--- src/rtl/fetch_unit.sv ---
// -----------------------------------------------------------------------------
// fetch_unit -- instruction fetch front end for an 8-bit byte-coded core.
//
// The unit walks program memory one byte per cycle. An opcode with bit7 clear
// is a one-byte instruction. An opcode with bit7 set is followed by one operand
// byte. Each fetched instruction is held on the ir_* outputs until the execute
// stage accepts it. A redirect from execute reloads the PC and drops any
// instruction that is only partly fetched.
//
// Ports
//   clock            system clock, rising edge
//   reset_n          asynchronous active-low reset
//   rom_adrs  [7:0]  program-memory address, driven straight from the PC
//   rom_q     [7:0]  program-memory data, combinational from rom_adrs
//   ir_valid         instruction present on ir_* (asserted only in HOLD)
//   ir_ready         execute accepts the presented instruction
//   ir_op     [7:0]  opcode byte
//   ir_operand[7:0]  operand byte, 8'h00 for one-byte instructions
//   ir_pc     [7:0]  address of the opcode byte
//   redirect         execute requests a jump
//   redirect_target  new PC, used when redirect=1
//   fetch_count[15:0] number of accepted instructions, wraps at 16 bits
// -----------------------------------------------------------------------------
module fetch_unit (
   input  logic        clock,
   input  logic        reset_n,
   output logic [7:0]  rom_adrs,
   input  logic [7:0]  rom_q,
   output logic        ir_valid,
   input  logic        ir_ready,
   output logic [7:0]  ir_op,
   output logic [7:0]  ir_operand,
   output logic [7:0]  ir_pc,
   input  logic        redirect,
   input  logic [7:0]  redirect_target,
   output logic [15:0] fetch_count
);

   typedef enum logic [1:0] {S_OP, S_ARG, S_HOLD} state_t;

   state_t      state, state_nxt;
   logic [7:0]  pc, pc_nxt;
   logic [7:0]  op_nxt, operand_nxt, ir_pc_nxt;
   logic [15:0] cnt_nxt;
   logic        accept;

   assign rom_adrs = pc;
   assign ir_valid = (state == S_HOLD);
   assign accept   = (state == S_HOLD) && ir_ready;

   always_comb begin
      state_nxt   = state;
      pc_nxt      = pc;
      op_nxt      = ir_op;
      operand_nxt = ir_operand;
      ir_pc_nxt   = ir_pc;
      cnt_nxt     = fetch_count;

      // An instruction accepted in the same cycle as a redirect still counts.
      if (accept)
         cnt_nxt = fetch_count + 16'd1;

      if (redirect) begin
         // Partial fetches are dropped. The ir_* registers keep their old
         // contents, but nothing is presented until a new fetch completes.
         pc_nxt    = redirect_target;
         state_nxt = S_OP;
      end else begin
         case (state)
            S_OP: begin
               op_nxt    = rom_q;
               ir_pc_nxt = pc;
               pc_nxt    = pc + 8'd1;           // wraps FF -> 00
               if (rom_q[7]) begin
                  state_nxt = S_ARG;
               end else begin
                  operand_nxt = 8'h00;
                  state_nxt   = S_HOLD;
               end
            end
            S_ARG: begin
               operand_nxt = rom_q;
               pc_nxt      = pc + 8'd1;
               state_nxt   = S_HOLD;
            end
            S_HOLD: begin
               if (ir_ready)
                  state_nxt = S_OP;
            end
            default: state_nxt = S_OP;
         endcase
      end
   end

   always_ff @(posedge clock or negedge reset_n) begin
      if (!reset_n) begin
         state       <= S_OP;
         pc          <= 8'h00;
         ir_op       <= 8'h00;
         ir_operand  <= 8'h00;
         ir_pc       <= 8'h00;
         fetch_count <= 16'h0000;
      end else begin
         state       <= state_nxt;
         pc          <= pc_nxt;
         ir_op       <= op_nxt;
         ir_operand  <= operand_nxt;
         ir_pc       <= ir_pc_nxt;
         fetch_count <= cnt_nxt;
      end
   end

endmodule

--- config.mk ---
export PLATFORM = sky130hd
export DESIGN_NAME = fetch_unit
export DESIGN_NICKNAME = d
export VERILOG_FILES = /design/src/rtl/fetch_unit.sv
export SDC_FILE = /design/constraint.sdc
export NUM_CORES = 1
export LEC_CHECK = 0
export CORE_MARGIN = 3
export CORE_UTILIZATION = 36
export CTS_CLUSTER_SIZE = 28
export DETAILED_ROUTE_END_ITERATION = 12
export PLACE_DENSITY = 0.69
export REMOVE_ABC_BUFFERS = 1
export SETUP_SLACK_MARGIN = 0.2
export SYNTH_ARGS = -nofsm -noshare
export SYNTH_HDL_FRONTEND = slang
export SYNTH_SLANG_ARGS = --single-unit
--- constraint.sdc ---
create_clock -name clock -period 1.5 [get_ports clock]
set_clock_uncertainty 0.1 [all_clocks]
set_input_delay 0.3 -clock clock [delete_from_list [all_inputs] [get_ports clock]]
set_output_delay 0.3 -clock clock [all_outputs]
set_load 0.01 [all_outputs]
==> results of run 1 <==
==> cell type report <==
class	count	share of cell area (%)
Clock buffer	7	2.33
Clock inverter	1	0.135
Inverter	5	0.573
Multi-Input combinational cell	110	28.8
Sequential cell	50	33.9
Tap cell	72	2.43
Timing Repair Buffer	144	31.9
==> flip-flops by register name (all words and copies together) (netlist names) <==
| register | flops |
|---|---|
| fetch_count | 16 |
| ir_op | 8 |
| ir_operand | 8 |
| ir_pc | 8 |
| rom_adrs | 8 |
| state | 2 |
==> placed cells by master (no fill, tap or decap), types with 2 or more instances in the layout <==
cell type,Yosys,routed
sky130_fd_sc_hd__nand2_1,14,11
sky130_fd_sc_hd__buf_2,1,43
sky130_fd_sc_hd__mux2_4,0,17
sky130_fd_sc_hd__nor2_1,5,2
sky130_fd_sc_hd__o21ai_0,8,3
sky130_fd_sc_hd__a22o_1,7,7
sky130_fd_sc_hd__buf_12,0,2
sky130_fd_sc_hd__xor2_1,7,7
sky130_fd_sc_hd__dfrtp_1,50,46
sky130_fd_sc_hd__clkdlybuf4s50_1,0,17
sky130_fd_sc_hd__buf_4,1,43
sky130_fd_sc_hd__nand4_1,4,4
sky130_fd_sc_hd__nor3_4,2,4
sky130_fd_sc_hd__xnor2_1,14,11
sky130_fd_sc_hd__buf_6,1,37
sky130_fd_sc_hd__and2b_2,2,2
sky130_fd_sc_hd__nand3_1,9,4
sky130_fd_sc_hd__and3_1,3,3
sky130_fd_sc_hd__nand3_2,0,4
sky130_fd_sc_hd__xnor2_2,0,3
sky130_fd_sc_hd__nand3_4,1,2
sky130_fd_sc_hd__inv_1,5,4
sky130_fd_sc_hd__nor2_2,0,3
sky130_fd_sc_hd__nand2_2,0,2
sky130_fd_sc_hd__clkbuf_8,0,6
sky130_fd_sc_hd__dfrtp_2,0,4
sky130_fd_sc_hd__o21ai_1,1,5
==> critical path: cells and delay by family, from the launching register on <==
family                 cells  cell delay, ps
AND/OR/NAND/NOR            3             630
buffers and inverters      1             140
XOR/XNOR                   1             150
flip-flops                 1             400
==> stage by stage <==
stage / hold WS (ps) / total power [mW] / cells
floorplan: -95.6 / 2.19 / 165
global placement: 211 / 2.88 / 332
detailed placement: 210 / 2.91 / 332
CTS: 411 / 3.99 / 381
global route: 431 / 4.36 / 389
finish: 410 / 4.14 / 389
==> cell families (layout without fill, tap and decap cells) <==
logic type               Yosys count  in the layout  synth area share, %
buffers and inverters              9            157                 2.15
AND/OR/NAND/NOR                   49             49                 14.9
multiplexers                      18             18                 9.34
adder cells (fa/ha/maj)            2              2                 1.16
XOR/XNOR                          21             21                 8.53
flip-flops                        50             50                 58.0
AO/OA/AOI/OAI                     20             20                 5.92
==> metal layers <==
layer,global-route usage (%),up-vias
met2,28.4,57
li1,-,880
met1,20.9,955
met3,5.75,6
met5,0,-
met4,4.01,0
==> power groups by stage <==
stage          logic [mW]  clock network [mW]  registers [mW]
6_report             1.59               0.812            1.73
5_1_grt              1.69               0.906            1.76
4_1_cts              1.44               0.833            1.72
3_5_place_dp         1.13                   0            1.78
3_3_place_gp         1.11                   0            1.77
2_1_floorplan       0.320                   0            1.87
==> repair_timing <==
item / CTS / global route
gates resized for setup: 261 / 30
hold endpoints to repair: 50 / 0
buffers inserted: 40 / 8
endpoints found under the setup margin: 93 / 58
pin swaps: 36 / 18
hold buffers: 1 / 0
==> path summary, 6_finish.rpt <==
path                                        to  depth (start not counted)  startpoint
worst min register to register        ir_op[4]                          1    ir_op[4]
worst max register to register  fetch_count[8]                          5    state[0]
max in group asynchronous       fetch_count[1]                          3     reset_n
worst min-delay path            fetch_count[5]                          3     reset_n
min in group clock                    ir_op[4]                          1    ir_op[4]
worst max-delay path            fetch_count[8]                          5    state[0]
==> metrics.cfg, run 1 <==
[synthesis]
yosys.area.top_type=sky130_fd_sc_hd__dfrtp_1
yosys-top-cells-area=sky130_fd_sc_hd__dfrtp_1 (58%), sky130_fd_sc_hd__mux2_2 (8.9%), sky130_fd_sc_hd__xnor2_1 (5.7%), sky130_fd_sc_hd__a22o_1 (2.8%), sky130_fd_sc_hd__xor2_1 (2.8%)
netlist_area_pre_place_sq_um=2160
yosys-top-cells-count=sky130_fd_sc_hd__dfrtp_1 (50), sky130_fd_sc_hd__mux2_2 (17), sky130_fd_sc_hd__nand2_1 (14), sky130_fd_sc_hd__xnor2_1 (14), sky130_fd_sc_hd__nand3_1 (9)
synth_enable_flop_cells=0
ys_seq_area_share_pct=58.0
synth_top_area_share_pct=58.0
library_cell_with_the_highest_instance_count_after_synthesis=sky130_fd_sc_hd__dfrtp_1
synthArstFlopShare_pct=100
postSynthCellCount=169
postSynthRegisterBits=50
average_size_of_a_mapped_cell_sq_um=12.8
primary_ff_master_synth=sky130_fd_sc_hd__dfrtp_1
ys_warn_count=0
yosysUniqueCellTypes=32

[detailed_routing]
detail_route.drc_violations=0
drt-pass1-iter-count=4
wl_met1_microns=2630
wl_met2_microns=3160
vias_per_cell=4.88
top_layer_used=met4
wl_met3_microns=365
antenna_violating_nets_post_route=0
wirelength_microns=6200
drt_first_iter_violations=83
route.vias.total=1898
route.detailed.wl_per_inst_microns=15.9

[cts]
clock_latency_ps=300
cts.htree.levels=2
numClockSinks=50
cts-root-to-sink-buffers=2
cts_root_buffer=sky130_fd_sc_hd__clkbuf_8
tritoncts=done
clk_transition_reported_paths_ps=90
cts-buffers-inserted=5

[floorplanning]
die_area_sq_um=6950
dieWidth_microns=83.4
cell_rows=27
start_util_pct=38.2
core_area_sq_um=5640
chipHeight_microns=83.4
io-pin-count=69

[pwr]
power_frac_clock_pct=19.6
switching_power_mw=1.26
power_density_nw_per_um2=1110
vdd_ir_drop_max_uv=874
power.sequential.fraction_pct=41.9
internal-power_mw=2.88
p_sw_share_pct=30.3
share_of_power_burned_in_combinational_logic_pct=38.4
power.leakage_nw=1.88

[cells_and_area]
fraction_of_final_layout_cells_with_drive_strength_greater_than_1_pct=58.4
finish.net_count=338
postLayoutCellArea_sq_um=3710
antenna_cells_inserted=0
area_delta_synth_final_pct=72.1
post-route-util_pct=65.8
layout.area.seq_sq_um=1260
nFillCells=426
multiInputGateArea_sq_um=1070

[global_route]
grt_start_max_net_pins=51
grt_pass1_wl_microns=9560
via_count_of_the_first_global_routing_pass=2046
track_usage_pct=16.9
grt_antenna_before_repair=0
globalRoute.totalOverflow=0

[timing]
report.final.hold_viol_count=0
finalWorstPathRequiredPeriod_ps=1530
final.period_utilization_pct=102
clock.fmax_mhz=652
max_slew.worst_pin.slew_ps=275
final-setup-viol-count=4
finalMaxSlewViolations=0
setup_total_negative_slack_ps=-50.2
worst_slew_margin_rel_pct=81.7
postLayoutSetupSlackWorst_ps=-34.7
unrepaired_setup_endpoints_after_global_routing=true

[setup_path]
crit_type=reg2reg
critical-path-slowest-cell=sky130_fd_sc_hd__dfrtp_1
start_kind=register
required_ps=1590
worstPathMaxFanout=5
crit_path_cell_trace=buf_6 -> nand4b_4 -> nor3_4 -> nand3_1 -> xnor2_1
critical_path.endpoint_type=register
worst_path_max_stage_delay_ps=400
crit_arrival_ps=1620
r2r_slack_ps=-30

[place]
post_placement_cell_area_sq_um=3110
post_detail_place_hpwl_microns=3620
gpl_wtd_cong=0.754
io_buffer_count=68
place_ws_ps=-360

[min_path]
timing.hold.worst.class=in2async

[run]
drv_cap=0

[outcome]
run_status=finished with violations
failing_checks=setup timing

No activity file was read; power rests on OpenSTA's default activity.
==> inputs of run 2 (changes only) <==
--- a/config.mk
+++ b/config.mk
@@ -5,11 +5,11 @@
 export SDC_FILE = /design/constraint.sdc
 export NUM_CORES = 1
 export LEC_CHECK = 0
-export CORE_MARGIN = 3
-export CORE_UTILIZATION = 36
+export CORE_MARGIN = 8
+export CORE_UTILIZATION = 41
 export CTS_CLUSTER_SIZE = 28
 export DETAILED_ROUTE_END_ITERATION = 12
-export PLACE_DENSITY = 0.69
+export PLACE_DENSITY = 0.77
 export REMOVE_ABC_BUFFERS = 1
 export SETUP_SLACK_MARGIN = 0.2
 export SYNTH_ARGS = -nofsm -noshare
==> run 2 against run 1 <==
  * The flow still finishes with violations (setup timing)
  * Final area down 2.1%
  * First-iteration DRC count up 13%
  * Sequential cell count unchanged
  * Maximum frequency up 0.85%
  * Power down 4.0%
  * Sequential share of layout area up 0.67 points
  * Critical path depth unchanged
  * Routed wire length up 1.6%
  * Cell count down 2.6%
  * Die area up 13%
  * Critical path type is now in2reg
  * Critical endpoint is now fetch_count[6]
  * Largest cell class unchanged
==> metrics.cfg, run 2 (same netlist as run 1, synthesis figures left out) <==
[global_route]
grt_antenna_before_repair=0  ; unchanged
grt_start_max_net_pins=20  ; was 51
globalRoute.totalOverflow=0  ; unchanged
grt_pass1_wl_microns=9570  ; was 9560 microns
via_count_of_the_first_global_routing_pass=1932  ; was 2046
track_usage_pct=15.8  ; was 16.9%

[setup_path]
critPathTopFamily=buffers and inverters  ; was simple AND/OR/NAND/NOR gates
critical-path-slowest-cell=sky130_fd_sc_hd__clkdlybuf4s50_1  ; was sky130_fd_sc_hd__dfrtp_1
critical_path.endpoint_type=register  ; unchanged
cp_num_buf_inv=2  ; was 1
start_kind=input port  ; was register
crit_arrival_ps=1640  ; was 1620 ps
crit_path_cell_trace=clkdlybuf4s50_1 -> nand4b_4 -> nor3_4 -> buf_4 -> xor2_1  ; was buf_6 -> nand4b_4 -> nor3_4 -> nand3_1 -> xnor2_1
worstRegToRegCells=6  ; was 5
required_ps=1620  ; was 1590 ps
crit_type=in2reg  ; was reg2reg
worst_path_max_stage_delay_ps=580  ; was 400 ps
worst-path-stages=5  ; unchanged
worstPathMaxFanout=5  ; unchanged

[cells_and_area]
layout.cells.most_common=sky130_fd_sc_hd__dfrtp_1  ; unchanged
post_layout_nonfiller_instances=379  ; was 389
antenna_cells_inserted=0  ; unchanged
layout.area.seq_sq_um=1250  ; was 1260 sq um
multiInputGateArea_sq_um=1070  ; about the same
area_delta_synth_final_pct=68.4  ; was 72.1%
finish.net_count=332  ; was 338
fraction_of_final_layout_cells_with_drive_strength_greater_than_1_pct=57.0  ; was 58.4%
nFillCells=394  ; was 426
largest_register_ff_count=16  ; unchanged
max_flop_register=fetch_count  ; unchanged
final_cell_mix=sky130_fd_sc_hd__dfrtp_1 (48), sky130_fd_sc_hd__buf_4 (44), sky130_fd_sc_hd__buf_2 (43)  ; was sky130_fd_sc_hd__dfrtp_1 (46), sky130_fd_sc_hd__buf_2 (43), sky130_fd_sc_hd__buf_4 (43)

[detailed_routing]
vias_per_cell=4.91  ; was 4.88
drt-pass1-iter-count=4  ; unchanged
antenna_violating_nets_post_route=0  ; unchanged
detail_route.drc_violations=0  ; unchanged
route.detailed.wl_per_inst_microns=16.6  ; was 15.9 microns
drt_first_iter_violations=94  ; was 83
route.vias.total=1859  ; was 1898
wirelength_microns=6300  ; was 6200 microns

[cts]
cts.htree.levels=2  ; unchanged
clk_transition_reported_paths_ps=80  ; was 90 ps
cts_root_buffer=sky130_fd_sc_hd__clkbuf_8  ; unchanged
numClockSinks=50  ; unchanged
cts-root-to-sink-buffers=2  ; unchanged
clock_latency_ps=290  ; was 300 ps
tritoncts=done  ; unchanged
cts-buffers-inserted=5  ; unchanged

[floorplanning]
chipHeight_microns=88.5  ; was 83.4 microns
die_area_sq_um=7830  ; was 6950 sq um
core_area_sq_um=5110  ; was 5640 sq um
dieWidth_microns=88.5  ; was 83.4 microns
io-pin-count=69  ; unchanged
cell_rows=26  ; was 27
start_util_pct=42.2  ; was 38.2%

[pwr]
vdd_ir_drop_max_uv=846  ; was 874 uV
share_of_power_burned_in_combinational_logic_pct=37.1  ; was 38.4%
power_density_nw_per_um2=1090  ; was 1110 nW/um^2
internal-power_mw=2.75  ; was 2.88 mW
power.leakage_nw=1.84  ; was 1.88 nW
switching_power_mw=1.22  ; was 1.26 mW
power.sequential.fraction_pct=43.7  ; was 41.9%
power_frac_clock_pct=19.2  ; was 19.6%
p_sw_share_pct=30.7  ; was 30.3%

[place]
io_buffer_count=68  ; unchanged
post_detail_place_hpwl_microns=4000  ; was 3620 microns
gpl_wtd_cong=0.782  ; was 0.754
post-place-cells=332  ; unchanged

[timing]
worst_slew_margin_rel_pct=73.1  ; was 81.7%
final-setup-viol-count=8  ; was 4
hold_ws_ps=371  ; was 410 ps
max_slew.worst_pin.slew_ps=404  ; was 275 ps
finalMaxSlewViolations=0  ; unchanged
finalWorstPathRequiredPeriod_ps=1520  ; was 1530 ps
clock.fmax_mhz=657  ; was 652 MHz
report.final.hold_viol_count=0  ; unchanged
final.period_utilization_pct=101  ; was 102%
postLayoutSetupSlackWorst_ps=-21.9  ; was -34.7 ps
unrepaired_setup_endpoints_after_global_routing=true  ; unchanged

[min_path]
timing.hold.worst.class=in2async  ; unchanged

[outcome]
run_status=finished with violations  ; unchanged
failing_checks=setup timing  ; unchanged

[run]
drv_cap=0  ; unchanged

-- run 2: metal layers --
layer | up-vias | track usage, % | wire (microns)
li1 | 867 | - | -
met1 | 933 | 19.7 | 2680
met2 | 53 | 26.1 | 3190
met3 | 6 | 5.01 | 391
met4 | 0 | 3.38 | 42
met5 | - | 0 | 0
-- run 2: power groups by stage --
stage	sequential, mW	clock, mW	combinational (mW)
2_1_floorplan	1.87	0	0.320
3_3_place_gp	1.76	0	1.17
3_5_place_dp	1.76	0	1.20
4_1_cts	1.71	0.789	1.30
5_1_grt	1.76	0.846	1.59
6_report	1.73	0.762	1.47
-- run 2: cell type report --
type / instances / area share [%]
Sequential cell: 50 / 34.5
Timing Repair Buffer: 138 / 30.6
Multi-Input combinational cell: 110 / 29.6
Tap cell: 70 / 2.41
Clock buffer: 6 / 2.27
Inverter: 5 / 0.586
-- run 2: worst register-to-register path, cell delays in order (launching register included) --
cell and delay, ps:
sky130_fd_sc_hd__dfrtp_1 400, sky130_fd_sc_hd__buf_6 110, sky130_fd_sc_hd__buf_6 90, sky130_fd_sc_hd__nand4b_4 130, sky130_fd_sc_hd__nor3_4 300, sky130_fd_sc_hd__buf_4 160, sky130_fd_sc_hd__xor2_1 140
-- run 2: final timing paths --
kind	slack, ps	start	to
setup / recovery	-20	ir_ready	fetch_count[6]
hold / removal	370	reset_n	ir_pc[5]
setup reg to reg	-10	state[1]	fetch_count[6]
hold reg to reg	410	ir_operand[6]	ir_operand[6]
max in group asynchronous	490	reset_n	ir_op[6]
min in group clock	410	ir_operand[6]	ir_operand[6]
-- run 2: repair_timing --
item / CTS / global route
pin swaps: 18 / 29
gates cloned: 1 / 0
hold buffers: 1 / 0
hold endpoints to repair: 13 / 0
setup endpoints to repair: 93 / 54
gates resized for setup: 242 / 43
buffers inserted: 32 / 7
-- run 2: metrics by stage --
step	utilization [%]	worst slack (ps)	setup TNS (ps)	cell area, sq um	power [mW]
floorplan	-	-159	-2540	2130	2.19
global placement	61.4	-295	-9340	3130	2.93
detailed placement	61.4	-344	-10070	3130	2.96
CTS	66.3	7.07	0	3390	3.80
global route	71.1	-108	-1100	3630	4.20
finish	71.1	-21.9	-100	3630	3.97
